--- config.mk ---
export PLATFORM = sky130hd
export DESIGN_NAME = dram_cmd_responder
export DESIGN_NICKNAME = d
export VERILOG_FILES = /design/src/rtl/dram_pkg.sv /design/src/rtl/dram_onehot_enc.sv /design/src/rtl/dram_cmd_responder.sv
export SDC_FILE = /design/constraint.sdc
export NUM_CORES = 1
export LEC_CHECK = 0
export ABC_CLOCK_PERIOD_IN_PS = 4900
export BUFFER_PORTS_ARGS = -buffer_cell sky130_fd_sc_hd__buf_4
export CORE_MARGIN = 5
export CORE_UTILIZATION = 40
export CTS_BUF_LIST = sky130_fd_sc_hd__clkbuf_2 sky130_fd_sc_hd__clkbuf_4 sky130_fd_sc_hd__clkbuf_8
export CTS_CLUSTER_DIAMETER = 80
export CTS_CLUSTER_SIZE = 40
export DETAILED_ROUTE_END_ITERATION = 6
export PLACE_DENSITY_LB_ADDON = 0.05
export SETUP_SLACK_MARGIN = 0.15
export SYNTH_ARGS = -nofsm -noshare
export SYNTH_HDL_FRONTEND = slang
export SYNTH_SLANG_ARGS = --single-unit
--- constraint.sdc ---
create_clock -name clk -period 4.9 [get_ports clk]
set_input_delay 0.98 -clock clk [delete_from_list [all_inputs] [get_ports clk]]
set_output_delay 0.98 -clock clk [all_outputs]
set_load 0.02 [all_outputs]
--- src/rtl/dram_pkg.sv ---
// Shared definitions for the DRAM command responder: command and state
// encodings, default service times and a small compile-time helper.
package dram_pkg;

    typedef enum logic [1:0] {
        CMD_ACT = 2'b00,
        CMD_RD  = 2'b01,
        CMD_WR  = 2'b10,
        CMD_PRE = 2'b11
    } cmd_e;

    typedef enum logic [1:0] {
        IDLE = 2'b00,
        EXEC = 2'b01,
        ACK  = 2'b10
    } state_e;

    localparam int unsigned T_RCD = 3;
    localparam int unsigned T_CL  = 2;
    localparam int unsigned T_WR  = 2;
    localparam int unsigned T_RP  = 3;

    function automatic int unsigned max_u(input int unsigned a, input int unsigned b);
        return (a > b) ? a : b;
    endfunction

endpackage

--- src/rtl/dram_onehot_enc.sv ---
// One-hot to binary encoder with a one-hot validity flag.
// A zero input encodes to index 0 and is flagged as not one-hot.
module dram_onehot_enc #(
    parameter int unsigned WIDTH = 8,
    parameter int unsigned IW    = (WIDTH > 1) ? $clog2(WIDTH) : 1
) (
    input  logic [WIDTH-1:0] onehot,
    output logic [IW-1:0]    idx,
    output logic             is_onehot
);

    // OR together the indices of every set bit; exact for a one-hot input
    always_comb begin
        idx = '0;
        for (int unsigned i = 0; i < WIDTH; i++) begin
            if (onehot[i]) begin
                idx = idx | IW'(i);
            end
        end
    end

    // Exactly one bit set: non-zero and clearing the lowest set bit leaves zero
    always_comb begin
        is_onehot = (onehot != '0) && ((onehot & (onehot - WIDTH'(1))) == '0);
    end

endmodule

--- src/rtl/dram_cmd_responder.sv ---
// Device-side responder for the cmd_req/cmd_ack four-phase handshake.
// Captures and checks a command in IDLE, times it out in EXEC, pulses the
// array/row-buffer strobe on the last service cycle and then acknowledges.
module dram_cmd_responder
    import dram_pkg::*;
#(
    parameter int unsigned NUM_OF_BANKS = 8,
    parameter int unsigned NUM_OF_ROWS  = 128,
    parameter int unsigned NUM_OF_COLS  = 8,
    parameter int unsigned T_RCD        = dram_pkg::T_RCD,
    parameter int unsigned T_CL         = dram_pkg::T_CL,
    parameter int unsigned T_WR         = dram_pkg::T_WR,
    parameter int unsigned T_RP         = dram_pkg::T_RP
) (
    input  logic                            clk,
    input  logic                            rst,
    input  logic                            cmd_req,
    input  logic [1:0]                      cmd,
    input  logic [NUM_OF_BANKS-1:0]         bank_sel,
    input  logic [NUM_OF_ROWS-1:0]          row_sel,
    input  logic [NUM_OF_COLS-1:0]          col_sel,
    output logic                            cmd_ack,
    output logic                            cmd_err,
    output logic [$clog2(NUM_OF_BANKS)-1:0] bank_id,
    output logic [$clog2(NUM_OF_ROWS)-1:0]  row_id,
    output logic [$clog2(NUM_OF_COLS)-1:0]  col_id,
    output logic                            bank_en,
    output logic                            bank_rw,
    output logic                            buf_en,
    output logic                            buf_rw,
    output logic [NUM_OF_BANKS-1:0]         open_vld
);

    localparam int unsigned BW    = $clog2(NUM_OF_BANKS);
    localparam int unsigned RW    = $clog2(NUM_OF_ROWS);
    localparam int unsigned CW    = $clog2(NUM_OF_COLS);
    localparam int unsigned T_MAX = max_u(max_u(T_RCD, T_CL), max_u(T_WR, T_RP));
    localparam int unsigned CNTW  = $clog2(T_MAX + 1);

    state_e          state;
    state_e          state_nxt;
    cmd_e            cmd_q;
    cmd_e            cmd_in;
    logic [CNTW-1:0] cnt;
    logic [CNTW-1:0] svc_load;
    logic            err_q;
    logic            legal;
    logic            fire;
    logic [RW-1:0]   open_row [NUM_OF_BANKS];

    logic [BW-1:0]   bank_idx;
    logic [RW-1:0]   row_idx;
    logic [CW-1:0]   col_idx;
    logic            bank_oh;
    logic            row_oh;
    logic            col_oh;

    dram_onehot_enc #(.WIDTH(NUM_OF_BANKS), .IW(BW)) u_bank_enc (
        .onehot    (bank_sel),
        .idx       (bank_idx),
        .is_onehot (bank_oh)
    );

    dram_onehot_enc #(.WIDTH(NUM_OF_ROWS), .IW(RW)) u_row_enc (
        .onehot    (row_sel),
        .idx       (row_idx),
        .is_onehot (row_oh)
    );

    dram_onehot_enc #(.WIDTH(NUM_OF_COLS), .IW(CW)) u_col_enc (
        .onehot    (col_sel),
        .idx       (col_idx),
        .is_onehot (col_oh)
    );

    assign cmd_in = cmd_e'(cmd);
    assign fire   = (state == EXEC) && (cnt == '0);

    // Legality of the presented command against the open-row table
    always_comb begin
        legal = 1'b0;
        if (bank_oh) begin
            case (cmd_in)
                CMD_ACT: legal = row_oh && !open_vld[bank_idx];
                CMD_RD,
                CMD_WR:  legal = row_oh && col_oh && open_vld[bank_idx]
                                 && (open_row[bank_idx] == row_idx);
                CMD_PRE: legal = 1'b1;
                default: legal = 1'b0;
            endcase
        end
    end

    // Counter preload: service time minus one, so EXEC lasts exactly T_x cycles
    always_comb begin
        svc_load = '0;
        case (cmd_in)
            CMD_ACT: svc_load = CNTW'(T_RCD - 1);
            CMD_RD:  svc_load = CNTW'(T_CL - 1);
            CMD_WR:  svc_load = CNTW'(T_WR - 1);
            CMD_PRE: svc_load = CNTW'(T_RP - 1);
            default: svc_load = '0;
        endcase
    end

    // State register
    always_ff @(posedge clk) begin
        if (rst) begin
            state <= IDLE;
        end else begin
            state <= state_nxt;
        end
    end

    // Next-state logic for the handshake FSM
    always_comb begin
        state_nxt = state;
        case (state)
            IDLE: begin
                if (cmd_req) begin
                    state_nxt = legal ? EXEC : ACK;
                end
            end
            EXEC: begin
                if (cnt == '0) begin
                    state_nxt = ACK;
                end
            end
            ACK: begin
                if (!cmd_req) begin
                    state_nxt = IDLE;
                end
            end
            default: state_nxt = IDLE;
        endcase
    end

    // Command capture, service counter, error flag and open-row table
    always_ff @(posedge clk) begin
        if (rst) begin
            cmd_q    <= CMD_ACT;
            bank_id  <= '0;
            row_id   <= '0;
            col_id   <= '0;
            cnt      <= '0;
            err_q    <= 1'b0;
            open_vld <= '0;
            for (int unsigned i = 0; i < NUM_OF_BANKS; i++) begin
                open_row[i] <= '0;
            end
        end else begin
            case (state)
                IDLE: begin
                    if (cmd_req) begin
                        cmd_q   <= cmd_in;
                        bank_id <= bank_idx;
                        row_id  <= row_idx;
                        col_id  <= col_idx;
                        err_q   <= !legal;
                        cnt     <= legal ? svc_load : '0;
                    end
                end
                EXEC: begin
                    if (cnt != '0) begin
                        cnt <= cnt - CNTW'(1);
                    end else if (cmd_q == CMD_ACT) begin
                        open_vld[bank_id] <= 1'b1;
                        open_row[bank_id] <= row_id;
                    end else if (cmd_q == CMD_PRE) begin
                        open_vld[bank_id] <= 1'b0;
                    end
                end
                ACK: begin
                    if (!cmd_req) begin
                        err_q <= 1'b0;
                    end
                end
                default: ;
            endcase
        end
    end

    // Acknowledge and one-cycle strobes; PRE to a closed bank times out silently
    always_comb begin
        cmd_ack = (state == ACK);
        cmd_err = err_q;
        bank_en = 1'b0;
        bank_rw = 1'b0;
        buf_en  = 1'b0;
        buf_rw  = 1'b0;
        if (fire) begin
            case (cmd_q)
                CMD_ACT: begin
                    bank_en = 1'b1;
                    bank_rw = 1'b1;
                end
                CMD_PRE: begin
                    bank_en = open_vld[bank_id];
                end
                CMD_RD: begin
                    buf_en = 1'b1;
                    buf_rw = 1'b1;
                end
                CMD_WR: begin
                    buf_en = 1'b1;
                end
                default: ;
            endcase
        end
    end

endmodule
# Word-level counts from Yosys, hierarchy flattened
# Memories as Yosys holds them, arrays and structs flattened.
# Index checks and enable logic that the tools add are counted.
[word_totals]
mem_count = 1
output_inout_bits = 27
ramBits = 56
wordCells = 306
regBits = 28
inputBits = 149
[memory_table]
columns = ["name", "words", "width", "read_ports", "rd_clocked_by_memory_dff", "wr", "line", "rtl"]
rows = [
  ["open_row", 8, 7, 1, 0, 8, "dram_cmd_responder.sv:49", "logic [RW-1:0] open_row [NUM_OF_BANKS];"],
]
[classes]
eq_ne = 16
addsub = 4
bitwise = 6
reduce_logical = 37
magnitude_cmp = 3
n_mux = 231
[op_table]
columns = ["cell", "n"]
rows = [
  ["7-bit 2-to-1 mux", 70],
  ["6-bit 2-to-1 mux", 32],
  ["128-bit bitwise AND", 1],
  ["128-bit logical NOT", 1],
  ["128-bit nonzero test", 1],
  ["128-bit by 1-bit subtractor with 128-bit output (second input constant)", 1],
  ["8-bit 2-to-1 mux", 14],
  ["5-bit 2-to-1 mux", 16],
  ["3-bit 2-to-1 mux", 23],
  ["2-bit 2-to-1 mux", 26],
  ["1-bit 2-to-1 mux", 33],
  ["4-bit 2-to-1 mux", 8],
  ["8-bit bitwise AND", 3],
  ["8-bit logical NOT", 2],
  ["8-bit nonzero test", 2],
  ["8-bit by 1-bit subtractor with 8-bit output (second input constant)", 2],
  ["3-bit AND reduction", 4],
  ["2-bit == test (second input constant)", 5],
  ["1-bit logical AND", 9],
  ["3-bit nonzero test", 3],
  ["2-bit logical NOT", 4],
  ["3-bit by 4-bit less-than comparator with 1-bit output (second input constant)", 2],
  ["8-bit inverter", 1],
  ["8-bit bitwise OR", 1],
  ["19 further kinds", 33],
]

# Logic depth before layout (Yosys ltp)
[depth]
depth_word = 138
mapped_depth = 15
depth_no_buf = 11

# Hierarchy
# Synthesis repeated with hierarchy kept, for this count alone.
[unflattened]
cells_unflattened = 826
hier_area_um2 = 7081.8
[modules_own_cells]
columns = ["module", "instances", "seq_area_each_um2", "cells_each", "area_per_inst_um2"]
rows = [
  ["dram_cmd_responder", 1, 2242.2, 361, 4081.4],
  ["dram_onehot_enc at u_row_enc", 1, 0.0, 437, 2765.2],
  ["dram_onehot_enc at u_bank_enc ...", 2, 0.0, 14, 117.6],
]

# Least setup slack after synthesis
# Ideal clock, no wire load.
[synth_path]
kind = "in2reg"
startpoint = "input port row_sel[2]"
endpoint = "register cnt[1]"
setup_ns = 0.074
path_stages = 14
n_path_buf = 3
path_slack_ns = 0.068
t_required_ns = 4.826
arrival_ns = 4.758
path_cell_list = "or4_4 > buf_6 > or4_4 > buf_6 > or3_1 > buf_6 > or4_4 > a221o_1 > nor4_1 > nand4_1 > nor4_2 > a21oi_1 > or3_1 > a31oi_1"
[synth_via]
elab_chain_len = 137
word_cells_on_any_way = 145
classes_between = "1 x add/sub; 1 x eq/ne; 135 x mux; 1 x bitwise; 7 x reduce/logical"
[synth_rtl]
columns = ["element", "line", "rtl"]
rows = [
  ["start, declared", "dram_cmd_responder.sv:20", "input logic [NUM_OF_ROWS-1:0] row_sel,"],
  ["2-bit 2-to-1 mux (2 in series)", "dram_onehot_enc.sv:16", "if (onehot[i]) begin"],
  ["3-bit 2-to-1 mux (4 in series)", "dram_onehot_enc.sv:16", ""],
  ["4-bit 2-to-1 mux (8 in series)", "dram_onehot_enc.sv:16", ""],
  ["5-bit 2-to-1 mux (16 in series)", "dram_onehot_enc.sv:16", ""],
  ["6-bit 2-to-1 mux (32 in series)", "dram_onehot_enc.sv:16", ""],
  ["7-bit 2-to-1 mux (64 in series)", "dram_onehot_enc.sv:16", ""],
  ["7-bit == test", "dram_cmd_responder.sv:87", "&& (open_row[bank_idx] == row_idx);"],
  ["1-bit logical AND", "dram_cmd_responder.sv:87", ""],
  ["1-bit one-hot mux with 3 select lines *", "dram_cmd_responder.sv:83", "case (cmd_in)"],
  ["1-bit 2-to-1 mux * (2 in series)", "dram_cmd_responder.sv:82", "if (bank_oh) begin"],
  ["2-bit 2-to-1 mux *", "dram_cmd_responder.sv:160", "cnt <= legal ? svc_load : '0;"],
  ["2-bit 2-to-1 mux *", "dram_cmd_responder.sv:154", "if (cmd_req) begin"],
  ["2-bit 2-to-1 mux *", "dram_cmd_responder.sv:152", "case (state)"],
  ["2-bit 2-to-1 mux *", "dram_cmd_responder.sv:140", "if (rst) begin"],
  ["2-bit one-hot mux with 2 select lines *", "dram_cmd_responder.sv:152", ""],
  ["2-bit 2-to-1 mux *", "dram_cmd_responder.sv:140", ""],
  ["end signal, assigned", "dram_cmd_responder.sv:160", ""],
  ["end signal, assigned", "dram_cmd_responder.sv:165", "cnt <= cnt - CNTW'(1);"],
  ["end, declared", "dram_cmd_responder.sv:44", "logic [CNTW-1:0] cnt;"],
]
# Mark *: on every way between the ends. The rest lies on a longest branch, timed or not. The select of a mux whose other input is x is not followed.
# A chain may end at the register's enable or synchronous reset.

# Worst setup path after layout
[layout_path]
startpoint = "input port row_sel[2]"
endpoint = "register state[1]"
[layout_via]
elab_chain_len = 135
word_cells_on_any_way = 143
classes_between = "1 x add/sub; 1 x eq/ne; 133 x mux; 1 x bitwise; 7 x reduce/logical"
[layout_rtl]
columns = ["element", "line", "rtl"]
rows = [
  ["2-bit 2-to-1 mux (2 in series)", "dram_onehot_enc.sv:16", ""],
  ["3-bit 2-to-1 mux (4 in series)", "dram_onehot_enc.sv:16", ""],
  ["4-bit 2-to-1 mux (8 in series)", "dram_onehot_enc.sv:16", ""],
  ["5-bit 2-to-1 mux (16 in series)", "dram_onehot_enc.sv:16", ""],
  ["6-bit 2-to-1 mux (32 in series)", "dram_onehot_enc.sv:16", ""],
  ["7-bit 2-to-1 mux (64 in series)", "dram_onehot_enc.sv:16", ""],
  ["7-bit == test", "dram_cmd_responder.sv:87", ""],
  ["1-bit logical AND", "dram_cmd_responder.sv:87", ""],
  ["1-bit one-hot mux with 3 select lines *", "dram_cmd_responder.sv:83", ""],
  ["1-bit 2-to-1 mux * (2 in series)", "dram_cmd_responder.sv:82", ""],
  ["2-bit 2-to-1 mux *", "dram_cmd_responder.sv:121", "state_nxt = legal ? EXEC : ACK;"],
  ["2-bit 2-to-1 mux *", "dram_cmd_responder.sv:120", "if (cmd_req) begin"],
  ["2-bit 2-to-1 mux *", "dram_cmd_responder.sv:118", "case (state)"],
  ["2-bit one-hot mux with 3 select lines *", "dram_cmd_responder.sv:118", ""],
  ["end signal, assigned", "dram_cmd_responder.sv:111", "state <= state_nxt;"],
  ["end, declared", "dram_cmd_responder.sv:40", "state_e state;"],
]
# Marks and branches as above.

==> reports/metrics.csv <==
stage;metric;value;unit
synth;synthFlopType;edfxtp_1;
synth;ys_ff_latch;84;
cells_and_area;layout-drive-gt1-share;30.5;%
synth;yosys-top-cells-count;89 x nor2_1, 72 x nand2_1, 69 x nor4_1, 58 x o21ai_0, 57 x and2_1;
place;place_ws;-0.206;ns
sta;setup_tns;0;ns
floorplanning;dieHeight;144;um
cells_and_area;area_growth;37.0;%
clock_network;cts_num_sinks;84;
synth;synth_edf_count;56;
worst_setup_path;reg2reg_depth;11;
cells_and_area;fin_nets;1311;
synth;yosysUniqueCellTypes;73;
routing;route.detailed.drc;0;
place;numPortBuffers;175;
routing;avgViaCountPerCell;6.59;
power_and_ir_drop;switching_share;31.4;%
synth;yosysTopAreaCellShare;23.3;%
worst_setup_path;slowest_delay;0.60;ns
clock_network;ctsHoldBuffers;0;
routing;drt-wirelength-per-cell;25.8;um
global_route;track_usage;33.4;%
worst_setup_path;r2r_start;open_row[3][5];
synth;yosys-top-cells-area;edfxtp_1 23%, dfxtp_1 7.8%, nor4_1 6.0%;
place;gp_congestion;1.07;
worst_setup_path;reg2reg_slack;1.93;ns
synth;synth_area;7220;um2
synth;ys_async_sr_fraction;0;%
hold_path;min_path_cells;2;
floorplanning;die_x;144;um
synth;yosysTopAreaCell;edfxtp_1;
place;hpwl;29000;um
synth;synth_fp_nets;1047;
worst_setup_path;critPathCaptureType;register;
clock_network;cts_buffers;9;
clock_network;clk_pin_slew;0.09;ns
cells_and_area;n_antenna_cell;0;
power_and_ir_drop;p_leak;0.00360;uW
sta;rsz0062_at_grt;yes;
worst_setup_path;critPathMaxFanout;5;
sta;slew_headroom;19.2;%
sta;setup_violations;0;
synth;syn_avg_cell_area;8.10;um2
floorplanning;core;17800;um2
worst_setup_path;crit_slowest_cell;or4_4;
synth;yosysMostFrequentCell;nor2_1;
cells_and_area;stdcell_count;1390;
run;cap_viol_max_count;0;
sta;drv_slew;0;
clock_network;tritoncts;done;
worst_setup_path;start_kind;primary input;
place;dp.cells;1370;
synth;syn_inst;892;
floorplanning;initial_core_util;40.5;%
hold_path;hold_path_class;register to register;
global_route;antenna_found_initial;0;
synth;ys_warn_count;0;
hold_path;min_to;cmd_err;
sta;min_period_over_period;95.9;%
synth;ys_seq_area_share;31.0;%
power_and_ir_drop;p_int;1280;uW
sta;max_freq;213;MHz
power_and_ir_drop;seqPwrFrac;43.7;%
power_and_ir_drop;cellPowerDensity;188;nW/um2
routing;ant_nets;0;
global_route;grt_pass1_wl;52100;um
global_route;grt_pass1_vias;8595;
floorplanning;io_pins;176;
power_and_ir_drop;clock_power_share;30.7;%
worst_setup_path;crit_type;primary input to register;
hold_path;min_from;cmd_err;
routing;dr_total_vias;9164;
power_and_ir_drop;peakVddDrop;0.000420;V
worst_setup_path;crit_buf_inv;3;
worst_setup_path;rr_endpoint;state[1];
sta;worst_slew_pin_slew;1.20;ns
outcome;status;completed;
clock_network;clk_latency;0.37;ns
clock_network;clock_tree.buffer_depth;2;
power_and_ir_drop;switching_power;585;uW
worst_setup_path;crit_family;simple AND/OR/NAND/NOR gates;
worst_setup_path;worstPathArrival;4.95;ns
global_route;grt-ovfl-total;0;
worst_setup_path;required;5.15;ns
sta;skew;0.0142;ns
routing;drtIter0Drc;926;
sta;fin_crit;4.70;ns
worst_setup_path;worstPathCellList;buf_4 > or4_4 > or4_4 > nor4_2 > buf_4 > nand4b_1 > o41ai_2 > nand2_1 > or4_4 > nor4_4 > a21oi_4 > buf_4 > o21ai_0 > a21oi_1;
sta;hold_viol_final;0;
floorplanning;placementRows;49;
clock_network;htree_num_levels;3;
routing;drt_pre_antenna_iters;6;
floorplanning;die-area;20800;um2
cells_and_area;fin_util;55.5;%
global_route;grt_max_degree;31;
clock_network;cts-root-buf;clkbuf_8;
sta;setup_slack;0.201;ns
power_and_ir_drop;p_comb_share;25.7;%
routing;routed_wl;35800;um
==> stage by stage <==
| stage | instance area, um2 | total power (uW) | hold WS (ns) |
|---|---|---|---|
| final | 9890 | 1860 | 0.490 |
| after global routing | 9890 | 1930 | 0.534 |
| after CTS | 9720 | 1850 | 0.497 |
| after detailed placement | 9490 | 1290 | 0.483 |
| after global placement | 9490 | 1290 | 0.475 |
| after floorplan | 7230 | 989 | 0.487 |
==> layout make-up <==
cell class,instances,area [um2]
timing repair buffer,286,2150
multi-input combinational,759,4920
inverter,16,60.1
clock inverter,7,105
sequential,84,2240
clock buffer,9,124
tap,229,287
fill,1711,7950
==> kinds of logic (layout without fill, tap and decap cells) <==
| logic type | after synthesis | after routing | synth area share [%] |
|---|---|---|---|
| AO/OA/AOI/OAI | 195 | 195 | 19.0 |
| XOR/XNOR | 8 | 8 | 0.970 |
| adder cells (fa/ha/maj) | 8 | 8 | 1.32 |
| buffers and inverters | 49 | 318 | 2.88 |
| flip-flops | 84 | 84 | 31.0 |
| multiplexers | 23 | 23 | 4.24 |
| AND/OR/NAND/NOR | 525 | 525 | 40.5 |
==> power groups by stage <==
stage,registers (uW),clock network [uW],logic [uW]
after floorplan,827,0,162
after CTS,813,580,461
after global routing,819,612,503
after detailed placement,830,0,459
after global placement,829,0,463
final,814,572,478
==> worst reg2reg max path: cells and delay by family (launching register included) <==
family | cells | cell delay [ns]
AOI/OAI and AO/OA | 6 | 1.00
muxes | 2 | 0.80
and+or+nand+nor | 1 | 0.34
xor gates and xnor gates | 1 | 0.16
buffers and inverters | 1 | 0.16
DFF | 1 | 0.39
==> layer usage <==
metal / global-route usage (%) / vias up / wire, um
li1: - / 4088 / -
met1: 40.4 / 4250 / 13100
met2: 54.8 / 668 / 16300
met3: 6.32 / 158 / 3700
met4: 20.9 / 0 / 2760
met5: 0 / - / 0
==> how the worst max path moves through the flow <==
stage	start	endpoint	slack, ns	depth (start not counted)
after CTS	row_sel[2]	cnt[1]	0.21	12
after global placement	row_sel[2]	cnt[1]	-0.17	12
after global routing	row_sel[2]	cnt[1]	0.07	12
final	row_sel[2]	state[1]	0.20	14
after detailed placement	row_sel[2]	cnt[1]	-0.21	13
after floorplan	row_sel[2]	cnt[1]	0.08	14
==> layout by cell type (no fill, tap or decap), types with 7 or more instances in the layout <==
master,synthesis,layout
nor2_1,89,88
or4_1,41,37
o21ai_0,58,58
nand2_1,72,72
mux2i_1,16,16
a21oi_1,22,21
clkbuf_8,0,9
o31a_1,12,12
dfxtp_1,28,28
or2_2,14,14
or3_1,20,19
nand4_1,34,34
and3_1,8,8
edfxtp_1,56,56
a211oi_1,8,8
nor4_1,69,66
o31ai_1,20,19
nor3_1,38,37
o41ai_1,16,11
buf_4,0,285
nand3_1,35,34
or4_4,3,7
inv_1,16,16
and2_1,57,57
nand2b_1,13,13
==> sequential cells by signal, summed over array words and instances, names as in the netlist, named ones only <==
register and flops:
col_id 3, row_id 7, cmd_q 2, bank_id 3, cmd_err 1, state 2
cnt 2, open_row 56
==> timing repair <==
item | 4_1_cts | 5_1_grt
resized for setup | 0 | 26
setup buffers | 0 | 4
endpoints found under the setup margin | 0 | 5
No activity file was read; power rests on OpenSTA's default activity.
